==> config.mk <==
export PLATFORM = sky130hd
export DESIGN_NAME = serial_adder
export DESIGN_NICKNAME = d
export VERILOG_FILES = /design/src/rtl/serial_adder.sv
export SDC_FILE = /design/constraint.sdc
export NUM_CORES = 1
export LEC_CHECK = 0
export CAP_MARGIN = 10
export CORE_ASPECT_RATIO = 1.75
export CORE_MARGIN = 2
export CORE_UTILIZATION = 25
export CTS_CLUSTER_DIAMETER = 100
export DETAILED_ROUTE_END_ITERATION = 10
export GPL_TIMING_DRIVEN = 0
export PLACE_DENSITY = 0.55
export SLEW_MARGIN = 20
export SYNTH_ARGS = -nofsm -noshare
export SYNTH_HDL_FRONTEND = slang
export SYNTH_SLANG_ARGS = --single-unit
==> constraint.sdc <==
create_clock -name clk -period 2.25 [get_ports clk]
set_input_delay 0.45 -clock clk [delete_from_list [all_inputs] [get_ports clk]]
set_output_delay 0.45 -clock clk [all_outputs]
set_load 0.02 [all_outputs]
==> src/rtl/serial_adder.sv <==
// -----------------------------------------------------------------------------
// serial_adder
//
// Multi-cycle adder/subtractor. A WIDTH-bit operation is split into
// N = WIDTH/SLICE slices. One slice is processed per clock, least significant
// slice first. The carry between slices is held in a register.
//
//   sub = 0 : s = a + b + ci
//   sub = 1 : s = a - b, computed as a + ~b + 1 (ci is ignored)
//
// Handshake (start / busy / done):
//   - start is sampled only while IDLE. At that edge the design latches
//     a, b, sub and ci, and busy rises.
//   - busy stays high for the N RUN cycles.
//   - done pulses for exactly one cycle (the FIN state). s/co/ov are
//     updated on that same edge.
//   - start seen during RUN or FIN is dropped, not queued. The next start
//     can therefore be accepted N+2 edges after the previous one.
//   - s/co/ov are only written at completion, so they never show a
//     partial result.
//
// Ports:
//   clk        clock; all state changes happen on the rising edge
//   rst_n      synchronous, active-low reset; aborts any operation
//   start      request a new operation
//   sub        0 = add, 1 = subtract
//   a, b       WIDTH-bit operands
//   ci         carry-in (add mode only)
//   busy       operation in progress (RUN state)
//   done       one-cycle completion pulse
//   s          WIDTH-bit result
//   co         carry out of the MSB (in subtract mode: 1 = no borrow)
//   ov         signed overflow (carry into MSB xor carry out of MSB)
//   state_dbg  current FSM state encoding (IDLE=0, RUN=1, FIN=2)
// -----------------------------------------------------------------------------
module serial_adder #(
    parameter int WIDTH = 8,
    parameter int SLICE = 1
) (
    input  logic             clk,
    input  logic             rst_n,
    input  logic             start,
    input  logic             sub,
    input  logic [WIDTH-1:0] a,
    input  logic [WIDTH-1:0] b,
    input  logic             ci,
    output logic             busy,
    output logic             done,
    output logic [WIDTH-1:0] s,
    output logic             co,
    output logic             ov,
    output logic [1:0]       state_dbg
);

    // Refuse to build a configuration that cannot be sliced evenly.
    generate
        if (WIDTH < 1 || SLICE < 1 || (WIDTH % SLICE) != 0) begin : g_param_check
            $error("serial_adder: WIDTH must be >= 1 and an exact multiple of SLICE");
        end
    endgenerate

    localparam int N  = WIDTH / SLICE;
    // Keep at least one counter bit, even when the whole word fits in one slice.
    localparam int CW = (N > 1) ? $clog2(N) : 1;

    typedef enum logic [1:0] {
        IDLE = 2'd0,
        RUN  = 2'd1,
        FIN  = 2'd2
    } state_t;

    state_t           state;
    logic [WIDTH-1:0] op_a;
    logic [WIDTH-1:0] op_b;
    logic [WIDTH-1:0] res;
    logic             sub_q;
    logic             carry;
    logic [CW-1:0]    cnt;

    // Datapath for the slice selected by cnt
    int               lsb;
    logic [SLICE-1:0] a_sl;
    logic [SLICE-1:0] b_sl;
    logic [SLICE-1:0] sum_sl;
    logic             carry_nx;
    logic             msb_cin;
    logic             last;
    logic [WIDTH-1:0] res_nx;

    always_comb begin
        lsb  = int'(cnt) * SLICE;
        a_sl = op_a[lsb +: SLICE];
        // In subtract mode the B slice is inverted. The +1 comes from the
        // carry register, which was preset to 1 when the operation started.
        b_sl = sub_q ? ~op_b[lsb +: SLICE] : op_b[lsb +: SLICE];
        {carry_nx, sum_sl} = {1'b0, a_sl} + {1'b0, b_sl} + {{SLICE{1'b0}}, carry};
        // Recover the carry into the top bit of this slice from that bit's
        // inputs and its sum bit. This is only used on the final slice, where
        // the top bit is the word MSB.
        msb_cin = a_sl[SLICE-1] ^ b_sl[SLICE-1] ^ sum_sl[SLICE-1];
        last    = (cnt == CW'(N - 1));
        res_nx  = res;
        res_nx[lsb +: SLICE] = sum_sl;
    end

    always_ff @(posedge clk) begin
        if (!rst_n) begin
            state <= IDLE;
            op_a  <= '0;
            op_b  <= '0;
            res   <= '0;
            sub_q <= 1'b0;
            carry <= 1'b0;
            cnt   <= '0;
            busy  <= 1'b0;
            done  <= 1'b0;
            s     <= '0;
            co    <= 1'b0;
            ov    <= 1'b0;
        end else begin
            case (state)
                IDLE: begin
                    done <= 1'b0;
                    if (start) begin
                        op_a  <= a;
                        op_b  <= b;
                        sub_q <= sub;
                        carry <= sub ? 1'b1 : ci;
                        cnt   <= '0;
                        busy  <= 1'b1;
                        state <= RUN;
                    end
                end

                RUN: begin
                    res   <= res_nx;
                    carry <= carry_nx;
                    cnt   <= cnt + 1'b1;
                    if (last) begin
                        // Publish the complete word together with its flags.
                        s     <= res_nx;
                        co    <= carry_nx;
                        ov    <= msb_cin ^ carry_nx;
                        done  <= 1'b1;
                        busy  <= 1'b0;
                        cnt   <= '0;
                        state <= FIN;
                    end
                end

                FIN: begin
                    done  <= 1'b0;
                    state <= IDLE;
                end

                default: begin
                    busy  <= 1'b0;
                    done  <= 1'b0;
                    state <= IDLE;
                end
            endcase
        end
    end

    assign state_dbg = state;

endmodule

==> metrics.txt, run 1 <==
status finished with violations; failing checks negative setup slack; Final ANT Viol Nets 0; sequential share of power 0.408; Cell Int Power 1.52 mW; Sw Share 0.243; Async SR Flop Fraction 0; Max Cap Viol 0; vias in the first global route 1739; DRC 0; vias per inst 4.69; total power 2.01 mW; Antenna Cells 0; Sw Pwr 0.489 mW; vias post-DR 1671; initial antenna violation count 0; placed cells 340; setup tns final -3.12 ns; CTS H-tree depth 2; post-synthesis cell area 1940 um^2; CTS tree built; Slew Limit Fails 0; IO buf count 34; Util after Layout 0.365; final setup violation count 17; Worst Path Max Fanout 5; final period utilization 1.10; DRT Wirelength 4920 um; synth warn 0; Area Growth Syn to Fin 41.7%; unrepaired setup endpoints after global routing yes; DR WL/cell 13.8 um; Die X-Extent 70.5 um; die span in y 120 um; # rows 42; min-delay src op_b[3]$_SDFFE_PN0P_; Finished Cell Area 2740 um^2; share of cells above drive strength 1 0.183; critical path startpoint category flop; most frequent cells in the layout 42 x dfxtp_1, 39 x nand2_1, 34 x clkdlybuf4s50_1; WP data required 2.44 ns; Synth Net Count 245; HP Class flop to flop; core area 7510 um^2; DR pass1 iterations 4; Comb pwr share 0.173; NumNets Final 294; Fmax 0.404 GHz; largest net degree at the start of global routing 14; top_reg_cell synth dfxtp_1; CTS Sinks 43; power per standard cell area 732 nW/um^2; first-pass GRT wire length 8170 um; GRT Residual Overflow 0; relative slew slack 0.589; post-synthesis cell count 218; fillcell total 795; WP data arrival 2.67 ns; Max IR drop VDD 0.000322 V; Non-Filler Instances 356; R2R setup slack -0.22 ns; unique cell type count in the Yosys netlist 38; root buffer cell clkbuf_16; worst-case clock buffer depth 2; DIE AREA 8490 um^2; starting density of the core 0.258; Final Skew 0.00603 ns; post-synthesis sequential area ratio 0.445; Critical Path End Type flop; hpwl dp 3500 um; Worst Setup SP cnt[0]$_SDFFE_PN0P_; GRT Total Usage 0.122; Least-Margin Pin Slew 0.613 ns; final hold vios 0; Avg Cell Area, Syn 8.88 um^2; commonest non-fill, non-tap cell in the layout dfxtp_1; Leak Pwr 0.999 nW; FF/Latch Area 862 um^2; number of CTS-inserted buffers 5; clk_lat worst skew 0.28 ns; Starting DRT DRC Count 61; Post-synth EDFFs 0; crit path kind flop to flop; area of the multi-input gates 1080 um^2; # IOs 35; DP Area 2400 um^2; reg2reg start cnt[0]$_SDFFE_PN0P_; clock-pin slew on the worst setup and hold paths 0.06 ns; flip-flop and latch count after synthesis 43; Final WS setup -0.224 ns; post-layout min period 2.47 ns; clock network fraction of total power 0.420; Placer Congestion 0.764
per-layer routing:
metal | wire length [um] | share of wire | GRT usage
met1 | 1890 | 0.39 | 0.126
met2 | 2840 | 0.58 | 0.237
met3 | 116 | 0.024 | 0.0208
met4 | 63 | 0.013 | 0.0457
met5 | 0 | 0 | 0
registers in the layout (all words and copies together), names as in the netlist:
signal     count
ov             1
op_a           8
res            8
sub_q          1
cnt            3
op_b           8
carry          1
busy           1
co             1
done           1
s              8
state_dbg      2
what timing repair did:
action	in CTS	in global routing
hold buffers	0	0
gates resized for setup	5	18
endpoints found under the hold margin	0	0
pin swaps	7	10
setup buffers	5	4
cloned	1	0
setup endpoints to repair	17	17
cells by family (layout without fill, tap and decap cells):
group                      after synthesis  in the layout  share of synthesized area
DFF                                     43             43                      0.445
AOI/OAI and AO/OA                       47             47                      0.139
and+or+nand+nor                         84             84                      0.208
adders and majority gates                6              6                     0.0427
xor gates and xnor gates                 3              3                     0.0136
muxes                                   15             15                      0.106
buffers and inverters                   20             70                     0.0465
path summary, 6_finish.rpt:
| kind | endpoint | cells past startpoint |
|---|---|---|
| max | s[3]$_SDFFE_PN0P_ | 8 |
| min reg2reg | op_b[3]$_SDFFE_PN0P_ | 2 |
| min | op_b[3]$_SDFFE_PN0P_ | 2 |
| max reg2reg | s[3]$_SDFFE_PN0P_ | 8 |
through the flow:
stage          worst slack [ns]  hold WS [ns]
4_1_cts                  -0.256         0.456
6_report                 -0.224         0.452
2_1_floorplan           -0.0444         0.433
3_5_place_dp             -0.296         0.448
3_3_place_gp             -0.223         0.440
5_1_grt                  -0.322         0.481
layout make-up:
| cell class | count | area share |
|---|---|---|
| repair buffers | 43 | 0.150 |
| clock inverters | 2 | 0.0128 |
| flip-flops and latches | 43 | 0.314 |
| plain buffers | 13 | 0.0287 |
| multi-input cells | 155 | 0.395 |
| inverters | 6 | 0.00821 |
| clock buffers | 6 | 0.0506 |
| well taps | 88 | 0.0401 |
power groups by stage:
stage / logic, mW / clock network, mW / registers, mW
final: 0.347 / 0.843 / 0.818
after CTS: 0.310 / 0.859 / 0.818
after floorplan: 0.173 / 0 / 0.831
after global routing: 0.379 / 0.888 / 0.823
after global placement: 0.262 / 0 / 0.831
after detailed placement: 0.267 / 0 / 0.832
critical path, stage by stage, from the launching register on:
cell and delay [ns]:
dfxtp_2 0.34, buf_8 0.12, buf_4 0.11, mux4_2 0.48
mux2_4 0.29, fa_2 0.63, buf_8 0.13, mux2i_2 0.08
a211oi_1 0.20
cells in the mapped netlist (2+ instances only):
cell | count | share of area
o21ai_1 | 3 | 0.0078
buf_1 | 2 | 0.0039
mux2i_1 | 10 | 0.052
xnor2_1 | 2 | 0.0091
a21oi_1 | 25 | 0.065
nand4_1 | 3 | 0.0097
nand2_1 | 39 | 0.076
clkbuf_1 | 7 | 0.014
nor4b_2 | 2 | 0.016
nor2_1 | 21 | 0.041
dfxtp_1 | 43 | 0.44
and2_1 | 2 | 0.0065
inv_1 | 4 | 0.0078
and3_1 | 2 | 0.0065
ha_1 | 5 | 0.032
nand3_1 | 3 | 0.0078
nor3_1 | 2 | 0.0052
a22oi_1 | 2 | 0.0078
a211oi_1 | 11 | 0.043
nand4b_1 | 2 | 0.0091
buf_2 | 3 | 0.0078
o21ai_0 | 5 | 0.013
mux4_2 | 4 | 0.047
nor4_1 | 2 | 0.0065
Note: power is estimated with default switching activity, not from simulation.
==> run 2, diff against run 1 <==
--- a/config.mk
+++ b/config.mk
@@ -5,14 +5,17 @@
 export SDC_FILE = /design/constraint.sdc
 export NUM_CORES = 1
 export LEC_CHECK = 0
-export CAP_MARGIN = 10
+export CAP_MARGIN = 20
+export CELL_PAD_IN_SITES_DETAIL_PLACEMENT = 1
+export CELL_PAD_IN_SITES_GLOBAL_PLACEMENT = 2
 export CORE_ASPECT_RATIO = 1.75
 export CORE_MARGIN = 2
 export CORE_UTILIZATION = 25
 export CTS_CLUSTER_DIAMETER = 100
+export CTS_CLUSTER_SIZE = 28
 export DETAILED_ROUTE_END_ITERATION = 10
 export GPL_TIMING_DRIVEN = 0
-export PLACE_DENSITY = 0.55
+export PLACE_DENSITY = 0.77
 export SLEW_MARGIN = 20
 export SYNTH_ARGS = -nofsm -noshare
 export SYNTH_HDL_FRONTEND = slang
==> run 2 against run 1 <==
Net effect: the flow still finishes with violations (negative setup slack); power decreased by 1.7%; utilization decreased by 1.1 points; final cell count decreased by 1.7%; register-to-register slack improved by 0.03 ns; critical path type unchanged.
==> metrics.txt, run 2 (synthesized netlist as in run 1, its figures left out) <==
CP cell instances buf_8 > mux4_2 > mux2i_2 > xnor2_1 > fa_1 > buf_8 > mux2i_1 > a211oi_1; Final Skew 0.00232 ns; Critical Path End Type flop; area of the multi-input gates 1050 um^2; WP data required 2.40 ns; die span in y 120 um; share of cells above drive strength 1 0.137; DIE AREA 8490 um^2; fillcell total 892; Placer Congestion 0.806; Leak Pwr 0.959 nW; CTS Sinks 43; Slew Limit Fails 0; final setup violation count 17; CTS H-tree depth 2; DRT Wirelength 5110 um; FF/Latch Area 862 um^2; R2R setup slack -0.19 ns; Crit path largest cell delay 0.53 ns; Worst Path Max Fanout 10; core area 7510 um^2; cts-stage hold buffer count 0; CTS tree built; root buffer cell clkbuf_16; clock-pin slew on the worst setup and hold paths 0.06 ns; post-layout min period 2.44 ns; GRT Total Usage 0.129; cell family with most CP delay multiplexers; DR pass1 iterations 4; hpwl dp 3850 um; GRT Residual Overflow 0; critical path startpoint category flop; Max Cap Viol 0; crit path kind flop to flop; status finished with violations; DR WL/cell 14.6 um; final period utilization 1.09; DRC 0; number of CTS-inserted buffers 5; Crit path top cell by count buf_8; Util after Layout 0.354; vias in the first global route 1728; clk_lat worst skew 0.28 ns; Final ANT Viol Nets 0; first-pass GRT wire length 8440 um; final hold vios 0; Starting DRT DRC Count 62; power per standard cell area 742 nW/um^2; # IOs 35; Area Growth Syn to Fin 37.4%; worst-case clock buffer depth 2; HP Class flop to flop; failing checks negative setup slack; CP max stage cell mux4_2; vias per inst 4.83; CP Buf/Inv Count 2; Least-Margin Pin Slew 0.577 ns; relative slew slack 0.611; most frequent cells in the layout 42 x dfxtp_1, 39 x nand2_1, 34 x clkdlybuf4s50_1; initial antenna violation count 0; hold_ws 0.458 ns; IO buf count 34; Max IR drop VDD 0.000363 V; commonest non-fill, non-tap cell in the layout dfxtp_1; largest net degree at the start of global routing 14; Fmax 0.409 GHz; DP Worst Slack -0.259 ns; # rows 42; starting density of the core 0.258; vias post-DR 1691; Final WS setup -0.194 ns; Die X-Extent 70.5 um; unrepaired setup endpoints after global routing yes; setup tns final -2.23 ns; WP data arrival 2.59 ns; NumNets Final 288; Antenna Cells 0
[run 2: cell count changes in the layout (fill, tap and decap cells not counted), moves of 2 or more]
cell and delta:
nand3_2 -2, a211oi_2 -3, mux2i_4 +2, nand3_1 +2, a211oi_1 +3, nor4b_4 -2, buf_4 -5, nor4b_2 +2
[run 2: through the flow]
| step | total power, mW | instance area, um^2 | cells |
|---|---|---|---|
| floorplan | 1.00 | 1950 | 218 |
| global placement | 1.10 | 2400 | 340 |
| detailed placement | 1.10 | 2400 | 340 |
| CTS | 1.98 | 2620 | 349 |
| global route | 2.06 | 2660 | 350 |
| finish | 1.97 | 2660 | 350 |
[run 2: what timing repair did]
action | CTS | global route
setup endpoints to repair | 17 | 17
pin swaps | 2 | 0
buffers inserted | 2 | 1
resized for setup | 7 | 7
[run 2: area by class of cell]
type                    instances  area share
clock inverters                 2      0.0132
well taps                      88      0.0414
flip-flops and latches         43       0.324
plain buffers                  13      0.0296
clock buffers                   6      0.0522
repair buffers                 37       0.136
inverters                       6     0.00847
multi-input cells             155       0.395
[run 2: power breakdown]
part / leakage (nW) / internal [mW] / switching, mW
Sequential: 0.351 / 0.795 / 0.0241
Combinational: 0.521 / 0.149 / 0.159
Clock: 0.0868 / 0.552 / 0.295
[run 2: layer usage]
| metal | GRT usage | vias to the layer above | part of all wire |
|---|---|---|---|
| li1 | - | 846 | - |
| met1 | 0.130 | 807 | 0.38 |
| met2 | 0.239 | 27 | 0.56 |
| met3 | 0.0233 | 11 | 0.024 |
| met4 | 0.0781 | 0 | 0.042 |
| met5 | 0 | - | 0 |
[run 2: final timing paths]
kind              depth (start not counted)                    to                 start
hold reg to reg                           2  op_b[3]$_SDFFE_PN0P_  op_b[3]$_SDFFE_PN0P_
setup reg to reg                          8   res[1]$_SDFFE_PN0P_   cnt[0]$_SDFFE_PN0P_
hold / removal                            2  op_b[3]$_SDFFE_PN0P_  op_b[3]$_SDFFE_PN0P_
setup / recovery                          8   res[1]$_SDFFE_PN0P_   cnt[0]$_SDFFE_PN0P_
[run 2: worst min-delay path, cell delays in order, from the launching register on]
cell and delay (ns):
dfxtp_1 0.31, nand2_1 0.05, a21oi_1 0.05
